**config.mk**
```make
export PLATFORM = sky130hd
export DESIGN_NAME = eci_rd_vc_scheduler
export DESIGN_NICKNAME = d
export VERILOG_FILES = /design/src/rtl/eci_cmd_defs.sv /design/src/rtl/eci_id_pool.sv /design/src/rtl/eci_rd_vc_scheduler.sv
export SDC_FILE = /design/constraint.sdc
export NUM_CORES = 1
export LEC_CHECK = 0
export ABC_AREA = 1
export BUFFER_PORTS_ARGS = -buffer_cell sky130_fd_sc_hd__buf_2
export CAP_MARGIN = 40
export CORE_UTILIZATION = 40
export DETAILED_ROUTE_END_ITERATION = 6
export SLEW_MARGIN = 20
export SYNTH_ARGS = -nofsm -noshare
export SYNTH_HDL_FRONTEND = slang
export SYNTH_SLANG_ARGS = --single-unit
```
**constraint.sdc**
```tcl
create_clock -name aclk -period 6.5 [get_ports aclk]
set_input_delay 0.65 -clock aclk [delete_from_list [all_inputs] [get_ports aclk]]
set_output_delay 0.65 -clock aclk [all_outputs]
set_load 0.05 [all_outputs]
```
**src/rtl/eci_cmd_defs.sv**
```systemverilog
// Shared ECI command definitions: cache-line geometry,
// allocation-record type and read-scheduler FSM states.
package eci_cmd_defs;

    localparam int ECI_ADDR_BITS   = 48;
    localparam int ECI_CL_BYTES    = 128;
    localparam int ECI_CL_BITS     = 7;
    localparam int ECI_ID_MAX_BITS = 6;

    typedef logic [ECI_ID_MAX_BITS-1:0] eci_id_t;

    typedef struct packed {
        logic    vc;
        eci_id_t id;
    } eci_ord_t;

    typedef enum logic {
        ST_IDLE,
        ST_ISSUE
    } eci_rd_state_e;

endpackage

```
**src/rtl/eci_id_pool.sv**
```systemverilog
// Per-VC transaction ID pool: free bitmap, lowest-free
// allocator, release and sticky double-free detection.
module eci_id_pool #(
    parameter int N_THREADS = 32,
    parameter int ID_BITS   = $clog2(N_THREADS)
) (
    input  logic               clk,
    input  logic               rst,
    input  logic               alloc_req,
    output logic               alloc_gnt,
    output logic [ID_BITS-1:0] alloc_id,
    input  logic               rel_valid,
    input  logic [ID_BITS-1:0] rel_id,
    output logic               empty,
    output logic               all_free,
    output logic               err
);

    logic [N_THREADS-1:0] free;
    logic [N_THREADS-1:0] free_n;

    assign empty     = (free == '0);
    assign all_free  = &free;
    assign alloc_gnt = alloc_req & ~empty;

    // Lowest set bit of the registered bitmap wins
    always_comb begin
        alloc_id = '0;
        for (int i = N_THREADS - 1; i >= 0; i--) begin
            if (free[i]) begin
                alloc_id = ID_BITS'(i);
            end
        end
    end

    // Allocation clears, a valid release sets; a release of a
    // free ID leaves the bitmap alone
    always_comb begin
        free_n = free;
        if (alloc_gnt) begin
            free_n[alloc_id] = 1'b0;
        end
        if (rel_valid && !free[rel_id]) begin
            free_n[rel_id] = 1'b1;
        end
    end

    // Bitmap register and sticky double-free flag
    always_ff @(posedge clk) begin
        if (rst) begin
            free <= '1;
            err  <= 1'b0;
        end else begin
            free <= free_n;
            if (rel_valid && free[rel_id]) begin
                err <= 1'b1;
            end
        end
    end

endmodule

```
**src/rtl/eci_rd_vc_scheduler.sv**
```systemverilog
// Splits multi-line reads into 128 B lines, steers each line to
// VC0/VC1 by address bit 7 and tags it with a per-VC ID.
module eci_rd_vc_scheduler
    import eci_cmd_defs::*;
#(
    parameter int N_THREADS = 32,
    parameter int ADDR_BITS = ECI_ADDR_BITS,
    parameter int ID_BITS   = $clog2(N_THREADS)
) (
    input  logic                   aclk,
    input  logic                   areset,
    input  logic [ADDR_BITS-1:0]   req_addr,
    input  logic [7:0]             req_len,
    input  logic                   req_valid,
    output logic                   req_ready,
    output logic [2*ADDR_BITS-1:0] vc_addr,
    output logic [2*ID_BITS-1:0]   vc_id,
    output logic [1:0]             vc_valid,
    input  logic [1:0]             vc_ready,
    input  logic [1:0]             cpl_valid,
    input  logic [2*ID_BITS-1:0]   cpl_id,
    output logic                   ord_valid,
    output logic                   ord_vc,
    output logic [ID_BITS-1:0]     ord_id,
    output logic                   busy,
    output logic                   err_cpl
);

    eci_rd_state_e state;
    eci_rd_state_e state_n;

    logic [ADDR_BITS-1:0] cur_addr;
    logic [7:0]           remaining;

    logic                 slot_full;
    logic [ADDR_BITS-1:0] slot_addr;
    eci_ord_t             slot_ord;

    logic [1:0]         alloc_req;
    logic [1:0]         alloc_gnt;
    logic [ID_BITS-1:0] alloc_id [2];
    logic [1:0]         pool_empty;
    logic [1:0]         pool_all_free;
    logic [1:0]         pool_err;

    logic               tgt_vc;
    logic               slot_hs;
    logic               slot_open;
    logic               load;
    logic [ID_BITS-1:0] load_id;
    logic               req_hs;

    assign tgt_vc    = cur_addr[ECI_CL_BITS];
    assign slot_hs   = slot_full & vc_ready[slot_ord.vc];
    assign slot_open = ~slot_full | slot_hs;
    assign load      = |alloc_gnt;
    assign load_id   = alloc_id[tgt_vc];
    assign req_hs    = req_valid & req_ready;

    genvar g;
    generate
        for (g = 0; g < 2; g++) begin : g_pool
            eci_id_pool #(
                .N_THREADS (N_THREADS),
                .ID_BITS   (ID_BITS)
            ) u_pool (
                .clk       (aclk),
                .rst       (areset),
                .alloc_req (alloc_req[g]),
                .alloc_gnt (alloc_gnt[g]),
                .alloc_id  (alloc_id[g]),
                .rel_valid (cpl_valid[g]),
                .rel_id    (cpl_id[g*ID_BITS +: ID_BITS]),
                .empty     (pool_empty[g]),
                .all_free  (pool_all_free[g]),
                .err       (pool_err[g])
            );
        end
    endgenerate

    // Ask only the target VC's pool, only when the slot can take a line
    always_comb begin
        alloc_req = 2'b00;
        if (state == ST_ISSUE && slot_open) begin
            alloc_req[tgt_vc] = 1'b1;
        end
    end

    // FSM state register
    always_ff @(posedge aclk) begin
        if (areset) begin
            state <= ST_IDLE;
        end else begin
            state <= state_n;
        end
    end

    // FSM next state and request-side handshake
    always_comb begin
        state_n   = state;
        req_ready = 1'b0;
        unique case (state)
            ST_IDLE: begin
                req_ready = 1'b1;
                if (req_valid) begin
                    state_n = ST_ISSUE;
                end
            end
            ST_ISSUE: begin
                if (load && remaining == 8'd0) begin
                    state_n = ST_IDLE;
                end
            end
            default: state_n = ST_IDLE;
        endcase
    end

    // Line walker and output slot
    always_ff @(posedge aclk) begin
        if (areset) begin
            cur_addr  <= '0;
            remaining <= '0;
            slot_full <= 1'b0;
            slot_addr <= '0;
            slot_ord  <= '0;
        end else begin
            if (req_hs) begin
                cur_addr  <= req_addr & ~ADDR_BITS'(ECI_CL_BYTES - 1);
                remaining <= req_len;
            end else if (load) begin
                cur_addr  <= cur_addr + ADDR_BITS'(ECI_CL_BYTES);
                remaining <= remaining - 8'd1;
            end
            if (load) begin
                slot_full   <= 1'b1;
                slot_addr   <= cur_addr;
                slot_ord.vc <= tgt_vc;
                slot_ord.id <= eci_id_t'(load_id);
            end else if (slot_hs) begin
                slot_full <= 1'b0;
            end
        end
    end

    // Slot drives both VCs; only the owning VC sees valid
    always_comb begin
        vc_valid = 2'b00;
        if (slot_full) begin
            vc_valid[slot_ord.vc] = 1'b1;
        end
    end

    assign vc_addr   = {2{slot_addr}};
    assign vc_id     = {2{ID_BITS'(slot_ord.id)}};
    assign ord_valid = slot_hs;
    assign ord_vc    = slot_ord.vc;
    assign ord_id    = ID_BITS'(slot_ord.id);
    assign err_cpl   = |pool_err;
    assign busy      = (state != ST_IDLE) | slot_full | ~(&pool_all_free);

endmodule
```
==> results.toml <==
[detailed_routing]
drtIter0Drc = 967
dr_total_vias = 9911
first_pass_iters = 5
drtAntennaViolNets = 0
drc = 0
vias_per_cell = 5.42
totalWireLength_microns = 29900
wl_per_cell_microns = 16.4

[floorplan]
die_y_microns = 157
io-pin-count = 191
start_util_pct = 40.8
fp.dieW_microns = 157
core_area_sq_um = 23500
row_count = 56
fp.dieArea_sq_um = 24700

[outcome]
status = "finished clean"

[timing]
tns_ps = 0
slew_violations = 0
finalHoldViolations = 0
hold_slack_ps = 461
fin_crit_sh_pct = 55.0
setup_slack_ps = 2920
clock_skew_ps = 12.4
fmax_ghz = 0.280
min_period_ps = 3580
finalSetupViolCount = 0
rsz0062_at_grt = "false"
worst_pin_slew_ps = 819
slew-limit-headroom_pct = 44.9

[yosys]
synth-seq-cells = 163
ys_top_cells_by_area = "dfxtp_1 (34%), nand2_1 (9.3%), o21ai_0 (7.1%), inv_1 (5.9%), buf_4 (5.2%)"
ys_async_sr_fraction_pct = 0
ys_types = 48
yosysWarnings = 0
synth_cells = 1411
yosysTopAreaCellShare_pct = 33.9
synth-edff-count = 0
yosys.area.top_type = "dfxtp_1"
yosysSeqAreaShare_pct = 33.9
ys.flop_type = "dfxtp_1"
syn_area_per_cell_sq_um = 6.81
syn_area_sq_um = 9610

[cts]
cts_buffers = 17
postCtsResizedCells = 0
hold_buffers = 0
numClockSinks = 163
cts_tree = "built"
path_clk_slew_ps = 70
htreeDepth = 4
worstSkewPairLatency_ps = 430
clock-root-buffer = "clkbuf_16"
cts_setup_buffers = 0
clk_path_buf_depth = 2

[layout]
postLayoutCellArea_sq_um = 10900
layout-drive-gt1-share_pct = 16.2
layout.nets = 1571
areaGrowthSynthToFinish_pct = 13.2
layout.cells.non_filler = 1828
num-fill-cells = 2495
fin_util_pct = 46.2
n_antenna_cell = 0

[place]
hpwl_microns = 20700
place.gp.congestion = 0.926
io_buffers = 169
placed_area_sq_um = 10300
dp_cells = 1795
place_ws_ps = 2800

[critical_path]
cp.depth = 15
path_class = "reg2reg"
cpMaxStageDelayCell = "nor2_4"
cp_max_fo = 41
endpoint_kind = "flop"
max_stage_delay_ps = 510
start_kind = "flop"
crit_required_ps = 6770
rr_worst_depth = 15
crit_family = "simple AND/OR/NAND/NOR gates"
path_cells = "nor2_1, inv_1, nor3_1, nand2_1, nor3_1, nand3_1, nand2_1, inv_1, nor2_4, inv_2, nor2_8, inv_2, o21ai_0, o21bai_1, a21oi_1"
cp_num_buf_inv = 4
arrival_ps = 3850

[grt]
grt.total_usage_pct = 24.4
grt_pass1_vias = 9176
antenna_found_initial = 0
grt_pass1_wl_microns = 47300
grt_max_degree = 97
grt-ovfl-total = 0

[hold_path]
holdPathStages = 2
hp-class = "reg2reg"

[job]
drv_cap = 0

[power_and_ir_drop]
power_density_nw_per_um2 = 277
p_leak_nw = 4.90
peakVddDrop_mv = 0.172
finalPower_mw = 3.01
==> worst reg2reg max path, stage by stage (launching register included) <==
cell	delay, ps
dfxtp_1	340
nor2_1	110
inv_1	60
nor3_1	270
nand2_1	120
nor3_1	250
nand3_1	120
nand2_1	170
inv_1	150
nor2_4	510
inv_2	150
nor2_8	400
inv_2	400
o21ai_0	190
o21bai_1	130
a21oi_1	70
==> power by group <==
| part | total [mW] | switching [mW] | internal (mW) | leakage, nW |
|---|---|---|---|---|
| Clock | 1.06 | 0.449 | 0.612 | 0.286 |
| Sequential | 1.15 | 0.0714 | 1.08 | 1.34 |
| Combinational | 0.800 | 0.612 | 0.188 | 3.28 |
==> placed cells by master, fill, tap and decap left out, types with 23 or more instances in the layout <==
cell type and instances:
inv_1 150, nor3_1 43, dfxtp_1 163, a21oi_1 93
o21ai_0 136, nand4_1 50, xor2_1 23, nand3_1 85
buf_2 169, nor2_1 117, nand2_1 238
==> path summary, 6_finish.rpt <==
| check | slack, ps | endpoint | from |
|---|---|---|---|
| max | 2920 | cur_addr[32] | g_pool[1].u_pool.free[31] |
| min | 460 | g_pool[1].u_pool.err | g_pool[1].u_pool.err |
| max reg2reg | 2920 | cur_addr[32] | g_pool[1].u_pool.free[31] |
| min reg2reg | 460 | g_pool[1].u_pool.err | g_pool[1].u_pool.err |
==> layout make-up <==
cell class                      instances  area (sq um)  area share [%]
Clock buffer                           19           433            3.98
Clock inverter                         13           176            1.62
Inverter                              166           623            5.72
Multi-Input combinational cell        969          5030            46.2
Sequential cell                       163          3260            30.0
Tap cell                              319           399            3.67
Timing Repair Buffer                  179           957            8.79
==> flip-flops by register name (all words and copies together) (netlist names) <==
signal / count
cur_addr: 41
g_pool.u_pool.err: 2
g_pool.u_pool.free: 64
ord_id: 5
remaining: 8
slot_addr: 41
slot_full: 1
state: 1
==> synthesized netlist by cell type, drive strengths merged, types with 2 or more instances <==
cell type / number
nand4: 50
o31ai: 2
o221ai: 15
clkbuf: 40
o22ai: 16
inv: 162
a22oi: 8
buf: 86
a211oi: 4
nand2: 248
o21bai: 15
o311ai: 7
a311oi: 5
xor2: 23
a21oi: 93
clkinv: 4
nor2: 122
a22o: 2
and3: 2
xnor2: 4
nor3: 48
a221oi: 12
nor4: 23
ha: 2
nand3: 86
dfxtp: 163
o21ai: 137
o211ai: 5
or2: 2
a31oi: 21
==> metal layers <==
metal / vias up / wire length [microns] / GRT usage (%)
li1: 4917 / - / -
met1: 4548 / 13700 / 32.8
met2: 404 / 13600 / 40.2
met3: 42 / 2030 / 3.41
met4: 0 / 599 / 8.18
met5: - / 0 / 0
==> cell families (layout without fill, tap and decap cells) <==
| kind of cell | Yosys count | in the layout | synth area share [%] |
|---|---|---|---|
| DFF | 163 | 163 | 33.9 |
| other | 1 | 14 | 0.0390 |
| and+or+nand+nor | 582 | 582 | 28.0 |
| muxes | 1 | 1 | 0.104 |
| buffers and inverters | 292 | 377 | 14.3 |
| adders and majority gates | 2 | 2 | 0.260 |
| AOI/OAI and AO/OA | 343 | 343 | 20.9 |
| xor gates and xnor gates | 27 | 27 | 2.46 |
Power figures use the tool's default switching activity.
